File: src/rtl/brick_writer.sv
// Writer side of the brick table: builds the brick wall on request and rewrites
// bricks as dead when the collision logic asks for an erase.
module brick_writer #(
    parameter int COL_BITS = 3,
    parameter int ROW_BITS = 2,
    parameter int X0       = 8,
    parameter int Y0       = 10,
    parameter int PITCH_X  = 18,
    parameter int PITCH_Y  = 5
) (
    input  logic                         clock,
    input  logic                         reset,
    input  logic                         init_start,
    input  logic                         erase_req,
    input  logic [ROW_BITS+COL_BITS-1:0] erase_addr,
    output logic                         wr_en,
    output logic [ROW_BITS+COL_BITS-1:0] wr_addr,
    output logic [18:0]                  wr_data,
    output logic                         init_busy,
    output logic                         init_done,
    output logic                         erase_ack,
    output logic [ROW_BITS+COL_BITS:0]   bricks_left,
    output logic                         all_cleared
);

    localparam int AW = ROW_BITS + COL_BITS;
    localparam int N  = 1 << AW;
    localparam logic [AW-1:0] LAST_ADDR = AW'(N - 1);

    typedef enum logic [1:0] {IDLE, INIT, ERASE, ACK} state_t;

    state_t        state;
    logic [AW-1:0] cnt;
    logic [AW-1:0] cnt_nxt;
    logic [AW-1:0] lat_addr;
    logic [N-1:0]  alive;

    assign cnt_nxt = cnt + AW'(1);

    // Record layout {x[7:0], alive, y[6:0], colour[2:0]}; dead bricks keep
    // their position so the display can still place the black rectangle.
    function automatic logic [18:0] record(input logic [AW-1:0] a, input logic live);
        logic [31:0] x;
        logic [31:0] y;
        logic [2:0]  c;
        x = 32'(X0) + 32'(a[COL_BITS-1:0]) * 32'(PITCH_X);
        y = 32'(Y0) + 32'(a[AW-1:COL_BITS]) * 32'(PITCH_Y);
        c = live ? (3'(a[AW-1:COL_BITS]) + 3'd1) : 3'd0;
        return {x[7:0], live, y[6:0], c};
    endfunction

    always_ff @(posedge clock or posedge reset) begin
        if (reset) begin
            state       <= IDLE;
            cnt         <= '0;
            lat_addr    <= '0;
            alive       <= '0;
            wr_en       <= 1'b0;
            wr_addr     <= '0;
            wr_data     <= '0;
            init_busy   <= 1'b0;
            init_done   <= 1'b0;
            erase_ack   <= 1'b0;
            bricks_left <= '0;
            all_cleared <= 1'b0;
        end else begin
            wr_en     <= 1'b0;
            wr_addr   <= '0;
            wr_data   <= '0;
            init_done <= 1'b0;
            case (state)
                IDLE: begin
                    if (init_start) begin
                        // The first write is issued on the entry edge so the
                        // strobe stays high for exactly N cycles.
                        state       <= INIT;
                        init_busy   <= 1'b1;
                        alive       <= '1;
                        bricks_left <= (AW+1)'(N);
                        all_cleared <= 1'b0;
                        cnt         <= '0;
                        wr_en       <= 1'b1;
                        wr_addr     <= '0;
                        wr_data     <= record('0, 1'b1);
                    end else if (erase_req) begin
                        state    <= ERASE;
                        lat_addr <= erase_addr;
                    end
                end
                INIT: begin
                    if (cnt == LAST_ADDR) begin
                        state     <= IDLE;
                        init_busy <= 1'b0;
                        init_done <= 1'b1;
                    end else begin
                        cnt     <= cnt_nxt;
                        wr_en   <= 1'b1;
                        wr_addr <= cnt_nxt;
                        wr_data <= record(cnt_nxt, 1'b1);
                    end
                end
                ERASE: begin
                    state <= ACK;
                    if (alive[lat_addr]) begin
                        wr_en           <= 1'b1;
                        wr_addr         <= lat_addr;
                        wr_data         <= record(lat_addr, 1'b0);
                        alive[lat_addr] <= 1'b0;
                        if (bricks_left != '0) begin
                            bricks_left <= bricks_left - (AW+1)'(1);
                            if (bricks_left == (AW+1)'(1))
                                all_cleared <= 1'b1;
                        end
                    end
                end
                ACK: begin
                    // Four-phase: ack stays up until the requester drops req.
                    if (!erase_req) begin
                        state     <= IDLE;
                        erase_ack <= 1'b0;
                    end else begin
                        erase_ack <= 1'b1;
                    end
                end
                default: state <= IDLE;
            endcase
        end
    end

endmodule

File: config.mk
export PLATFORM = sky130hd
export DESIGN_NAME = brick_writer
export DESIGN_NICKNAME = d
export VERILOG_FILES = /design/src/rtl/brick_writer.sv
export SDC_FILE = /design/constraint.sdc
export NUM_CORES = 1
export LEC_CHECK = 0
export CAP_MARGIN = 20
export CELL_PAD_IN_SITES_DETAIL_PLACEMENT = 1
export CELL_PAD_IN_SITES_GLOBAL_PLACEMENT = 1
export CORE_MARGIN = 3
export CORE_UTILIZATION = 30
export DETAILED_ROUTE_END_ITERATION = 12
export GPL_TIMING_DRIVEN = 0
export HOLD_SLACK_MARGIN = 0.06
export PLACE_DENSITY = 0.6
export SLEW_MARGIN = 20
export SYNTH_ARGS = -nofsm -noshare
export SYNTH_HDL_FRONTEND = slang
export SYNTH_SLANG_ARGS = --single-unit
File: constraint.sdc
create_clock -name clock -period 2.8 [get_ports clock]
set_input_delay 0.56 -clock clock [delete_from_list [all_inputs] [get_ports clock]]
set_output_delay 0.56 -clock clock [all_outputs]
set_load 0.01 [all_outputs]
== Yosys cells after proc, flatten, opt, wreduce, memory -nomap -nowiden ==
Index checks and enable logic that the tools add are counted.

* Multiplexer cells: 41
* Order comparisons: 2
* Reduce and logical (&&, ||, !) cells: 12
* Equality and inequality tests: 13
* Bitwise operators: 3
* $mul: 4
* $add $sub $neg: 7

{| class="wikitable"
|+ Operator list
! kind !! count
|-
| two-way mux 32 bit || 2
|-
| case mux 32 bit (2 select lines) || 1
|-
| case mux 19 bit (3 select lines) || 1
|-
| two-way mux 19 bit || 2
|-
| AND 32 bit || 1
|-
| NOT 32 bit || 1
|-
| two-way mux 5 bit || 4
|-
| case mux 5 bit (2 select lines) || 2
|-
| two-way mux 6 bit || 3
|-
| adder 4 x 8 -> 8 bit, first input constant || 2
|-
| two-way mux 15 bit || 1
|-
| AND reduction 3 bit || 5
|-
| multiplier 3 x 4 -> 7 bit, second input constant || 2
|-
| two-way mux 1 bit || 14
|-
| inequality test 2 bit, second input constant || 7
|-
| adder 4 x 5 -> 6 bit, first input constant || 2
|-
| case mux 6 bit (2 select lines) || 1
|-
| multiplier 2 x 3 -> 5 bit, second input constant || 2
|-
| two-way mux 2 bit || 4
|-
| case mux 2 bit (4 select lines) || 1
|-
| == test 6 x 1 -> 1 bit, second input constant || 1
|-
| less-than comparator 5 x 6 -> 1 bit, second input constant || 1
|-
| nonzero test 6 bit || 1
|-
| subtractor 6 x 1 -> 6 bit, second input constant || 1
|-
| other kinds (17) || 20
|}

* Logic and storage cells: 94
* Flip-flop bits (word level): 79
* Input bits: 9
* Output and inout port bits: 35

== Depth between registers and ports, before layout ==
* Depth in word-level cells: 8
* Depth in mapped cells: 10
* Mapped depth without buffers: 9

== Least setup slack after synthesis ==
No wires, ideal clock.

* Path kind: flip-flop to flip-flop
* Start point: register lat_addr[1]
* End point: register wr_data[18]
* Path slack: 593 ps
* Library setup time: 121 ps
* Cell stages (with the launch flop): 8
* Clock period less this slack: 2207 ps
* Path buffers: 1
* Data arrival time: 2086 ps
* Data required time: 2679 ps
* Path through: dfrtp_1 > buf_4 > or4b_1 > o21ai_2 > nor4_4 > o41ai_4 > nor2_1 > a41o_1

* Word-level cells in the longest chain between the ends: 4
* Elaborated cells on any way between the ends: 6
* Classes of those cells: add/sub (1); mul (1); mux (4)

{| class="wikitable"
|+ Ends and longest elaborated chain
! what !! line !! text
|-
| from (decl) || 35 || <nowiki>logic [AW-1:0] lat_addr;</nowiki>
|-
| from (signal assigned) || 87 || <nowiki>lat_addr <= erase_addr;</nowiki>
|-
| multiplier 3 x 4 -> 7 bit / binary-select mux 1 bit (select 5 bit) (equally long branches) || 46, 104 ||
|-
| adder 4 x 8 -> 8 bit / two-way mux 1 bit (equally long branches) || 46, 104 ||
|-
| two-way mux 19 bit (*) || 104 || <nowiki>if (alive[lat_addr]) begin</nowiki>
|-
| case mux 19 bit (3 select lines) (*) || 71 || <nowiki>case (state)</nowiki>
|-
| to (signal assigned) || 84 || <nowiki>wr_data <= record('0, 1'b1);</nowiki>
|-
| to (signal assigned) || 99 || <nowiki>wr_data <= record(cnt_nxt, 1'b1);</nowiki>
|-
| to (signal assigned) || 107 || <nowiki>wr_data <= record(lat_addr, 1'b0);</nowiki>
|-
| to (decl) || 18 || <nowiki>output logic [18:0] wr_data,</nowiki>
|}

Mark *: on every way between the ends. The rest lies on a longest branch, timed or not. The select of a mux whose other input is x is not followed.
A chain may end at the register's enable or synchronous reset.

== Worst setup path in the final report ==
* Start point: register lat_addr[2]
* End point: register alive[7]

* Word-level cells in the longest chain between the ends: 8
* Elaborated cells on any way between the ends: 13
* Classes of those cells: order compare (2); eq/ne (1); mux (6); bitwise (2); reduce/logical (2)

{| class="wikitable"
|+ Ends and longest elaborated chain
! what !! line !! text
|-
| less-than comparator 5 x 6 -> 1 bit (implied by the code) / >= comparator 5 x 1 -> 1 bit (equally long branches) || 108 || <nowiki>alive[lat_addr] <= 1'b0;</nowiki>
|-
| logical AND 1 bit (implied by the code) || 108 ||
|-
| two-way mux 1 bit (implied by the code) || 108 ||
|-
| demux 1 bit (select 5 bit) || 108 ||
|-
| NOT 32 bit (no source line) || - ||
|-
| AND 32 bit (no source line) || - ||
|-
| two-way mux 32 bit || 104 ||
|-
| case mux 32 bit (2 select lines) || 71 ||
|-
| to (signal assigned) || 57 || <nowiki>alive <= '0;</nowiki>
|-
| to (signal assigned) || 78 || <nowiki>alive <= '1;</nowiki>
|-
| to (signal, indexed assignment) || 108 ||
|-
| to (decl) || 36 || <nowiki>logic [N-1:0] alive;</nowiki>
|}

Parallel ways exist; a longest one is shown, timed or not. The select of a mux whose other input is x is not followed.

==> flow_summary.ini <==
[die]
start_util_pct = 31.3
die_width_um = 119
die_y_um = 119
dieArea_um2 = 14200
io-pin-count = 44
core.rowCount = 40
core_um2 = 12300

[sta]
rsz0062_at_grt = true
clock_skew_ns = 0.00541
finalHoldViolations = 0
worstMarginPinSlew_ns = 0.721
post-route-period-util_pct = 96.9
finalMaxSlewViolations = 0
fmax_ghz = 0.369
layout_min_cycle_time_ns = 2.71
slew_headroom_pct = 51.7
setup_tns_ns = 0
setup_viol = 0

[place]
hpwl_mm = 7.88
port_buffers = 40
placed_area_um2 = 4490
place_congestion = 0.850

[power]
p_int_mw = 3.24
seq_power_share_pct = 32.3
p_leak_nw = 2.02
power_switching_mw = 2.29
p_comb_share_pct = 48.2
pwr_density_cell_nw_per_um2 = 1160
peakVddDrop_mv = 0.485
switching_share_pct = 41.4
clkPwrFrac_pct = 19.5

[final_layout]
final_util_pct = 39.1
post-route-cell-area_um2 = 4790
drive_above_1_share_pct = 11.0
fill_cells = 1416
syn_to_final_growth_pct = 24.7
layout.nets = 461
n_antenna_cell = 0
multi_input_comb_area_um2 = 1790
seqCellArea_um2 = 1900

[setup_path]
crit_start = lat_addr[2]$_DFFE_PP0P_
cp_top_family = simple AND/OR/NAND/NOR gates
cp_data_arrival_time_ns = 2.90
path_class = reg -> reg
timing.critical_path.buf_inv = 1
rr_startpoint = lat_addr[2]$_DFFE_PP0P_
max_stage_delay_ns = 0.62
cp_max_fo = 10
slowest_stage = nor4b_2
worst_setup_path_start_kind = flop
cp-end-kind = flop
crit_path_cell_trace = buf_2 > nor2_1 > a221o_1 > nor4_4 > o41ai_4 > nor4b_2 > a21oi_1
required_ns = 2.99

[drt]
routed_via_density = 5.04
num_vias = 3043
dr.pass1.iters = 4
drtAntennaViolNets = 0
drt_iter0_markers = 101
wirelength_mm = 10.7
drc = 0
avgRoutedWirePerCell_um = 17.8

[clock_network]
cts_tree = built
cts_max_level = 3
clockBufferDepth = 2
clk_pin_slew_worst_paths_ns = 0.06
cts_buffers = 9
cts.sinks = 76
clock_latency_ns = 0.34
cts-root-buf = clkbuf_16

[grt]
grt_max_degree = 50
grt_pass1_wl_mm = 17.4
antenna_found_initial = 0
overflow = 0
grt.total_usage_pct = 15.8
grt_pass1_vias = 3231

[run]
cap_violations = 0

[logic_synthesis]
syn_area_per_cell_um2 = 10.2
synth-seq-cells = 76
synthArstFlopShare_pct = 100
synthCells = 376
synth_flop_cell = dfrtp_1
synth-seq-area-share_pct = 49.5
yosys_warnings = 0
yosys.cell_types.count = 59
synth_edf_count = 0
syn_area_um2 = 3840

[min_path]
min_path_type = reg -> reg
hold_start = all_cleared$_DFFE_PP0P_

[run_status]
status = completed
logic make-up (layout without fill, tap and decap cells):
logic type / count (synthesis) / count (layout) / synth area share, %
and+or+nand+nor: 120 / 120 / 16.4
DFF: 76 / 76 / 49.5
muxes: 22 / 22 / 6.25
adders and majority gates: 19 / 19 / 6.38
buffers and inverters: 35 / 93 / 4.30
xor gates and xnor gates: 4 / 4 / 0.912
other: 1 / 3 / 0.0976
AOI/OAI and AO/OA: 99 / 99 / 16.2
registers in the layout, indices dropped and copies added (netlist names), 2 cells and up:
register	count
cnt	5
state	2
wr_data	16
lat_addr	5
wr_addr	5
alive	32
bricks_left	6
power by group through the flow:
| stage | clock network (mW) | logic, mW | registers [mW] |
|---|---|---|---|
| after CTS | 1.11 | 2.66 | 1.79 |
| after detailed placement | 0 | 2.65 | 1.81 |
| final | 1.08 | 2.67 | 1.79 |
| after floorplan | 0 | 1.65 | 1.80 |
| after global routing | 1.16 | 2.95 | 1.85 |
| after global placement | 0 | 2.60 | 1.79 |
cell usage in the layout, fill, tap and decap left out, types with 3 or more instances in the layout:
cell / count
nor3b_1: 5
nand2_1: 21
mux2_2: 6
conb_1: 3
xor2_1: 3
nor3_2: 3
o21ai_0: 17
nor2_1: 48
dfrtp_1: 76
a21oi_1: 45
clkbuf_16: 9
o22ai_1: 7
buf_2: 3
buf_4: 7
nand2b_1: 5
inv_1: 15
and3_1: 6
clkbuf_1: 9
clkbuf_8: 3
ha_1: 18
or2_2: 3
clkdlybuf4s50_1: 40
mux2i_1: 15
nor2b_1: 3
nand3_1: 8
a22oi_1: 5
final cells by class:
cell class / instances / area share [%]
Buffer: 19 / 2.19
Clock buffer: 12 / 5.56
Clock inverter: 2 / 0.209
Inverter: 16 / 1.31
Multi-Input combinational cell: 267 / 37.3
Sequential cell: 76 / 39.7
Tap cell: 168 / 4.39
Timing Repair Buffer: 44 / 9.40
cell usage after synthesis, types with 3 or more instances:
master / number / area share [%]
dfrtp_1: 76 / 49
nor2_1: 49 / 4.8
a21oi_1: 45 / 5.9
nand2_1: 21 / 2.1
ha_1: 18 / 5.9
o21ai_0: 17 / 2.2
inv_1: 16 / 1.6
mux2i_1: 15 / 3.9
clkbuf_1: 9 / 0.88
nand3_1: 8 / 1.0
o22ai_1: 7 / 1.1
and3_1: 6 / 0.98
mux2_2: 6 / 1.8
a22oi_1: 5 / 0.98
nand2b_1: 5 / 0.81
nor3b_1: 5 / 0.98
buf_4: 4 / 0.78
buf_2: 3 / 0.39
nor2b_1: 3 / 0.49
nor3_2: 3 / 0.78
or2_2: 3 / 0.49
xor2_1: 3 / 0.68
worst paths after layout:
| kind | end | slack (ns) | depth (start not counted) |
|---|---|---|---|
| worst min-delay path | all_cleared$_DFFE_PP0P_ | 0.51 | 1 |
| worst max register to register | alive[7]$_DFFE_PP0P_ | 0.09 | 7 |
| max in group asynchronous | wr_data[12]$_DFF_PP0_ | 1.68 | 3 |
| min in group asynchronous | alive[31]$_DFFE_PP0P_ | 0.56 | 2 |
| worst min register to register | all_cleared$_DFFE_PP0P_ | 0.51 | 1 |
| worst max-delay path | alive[7]$_DFFE_PP0P_ | 0.09 | 7 |
per-layer routing:
metal | vias up | global-route usage [%] | share of wire, %
met1 | 1512 | 21.2 | 48
met3 | 13 | 2.99 | 3.9
met4 | 0 | 6.81 | 2.0
met5 | - | 0 | 0
met2 | 65 | 24.9 | 46
li1 | 1453 | - | -
timing repair:
action,CTS,global route
hold buffers,0,0
resized for setup,0,1
endpoints found under the setup margin,0,32
setup buffers,0,3
through the flow:
stage	power [mW]	hold slack, ns	worst slack [ns]	cells
2_1_floorplan	3.45	0.488	0.302	378
3_3_place_gp	4.39	0.496	-0.985	586
3_5_place_dp	4.45	0.504	0.0827	587
4_1_cts	5.56	0.517	0.0617	601
5_1_grt	5.97	0.539	-0.0961	604
6_report	5.54	0.508	0.0868	604
Note: power is estimated with default switching activity, not from simulation.
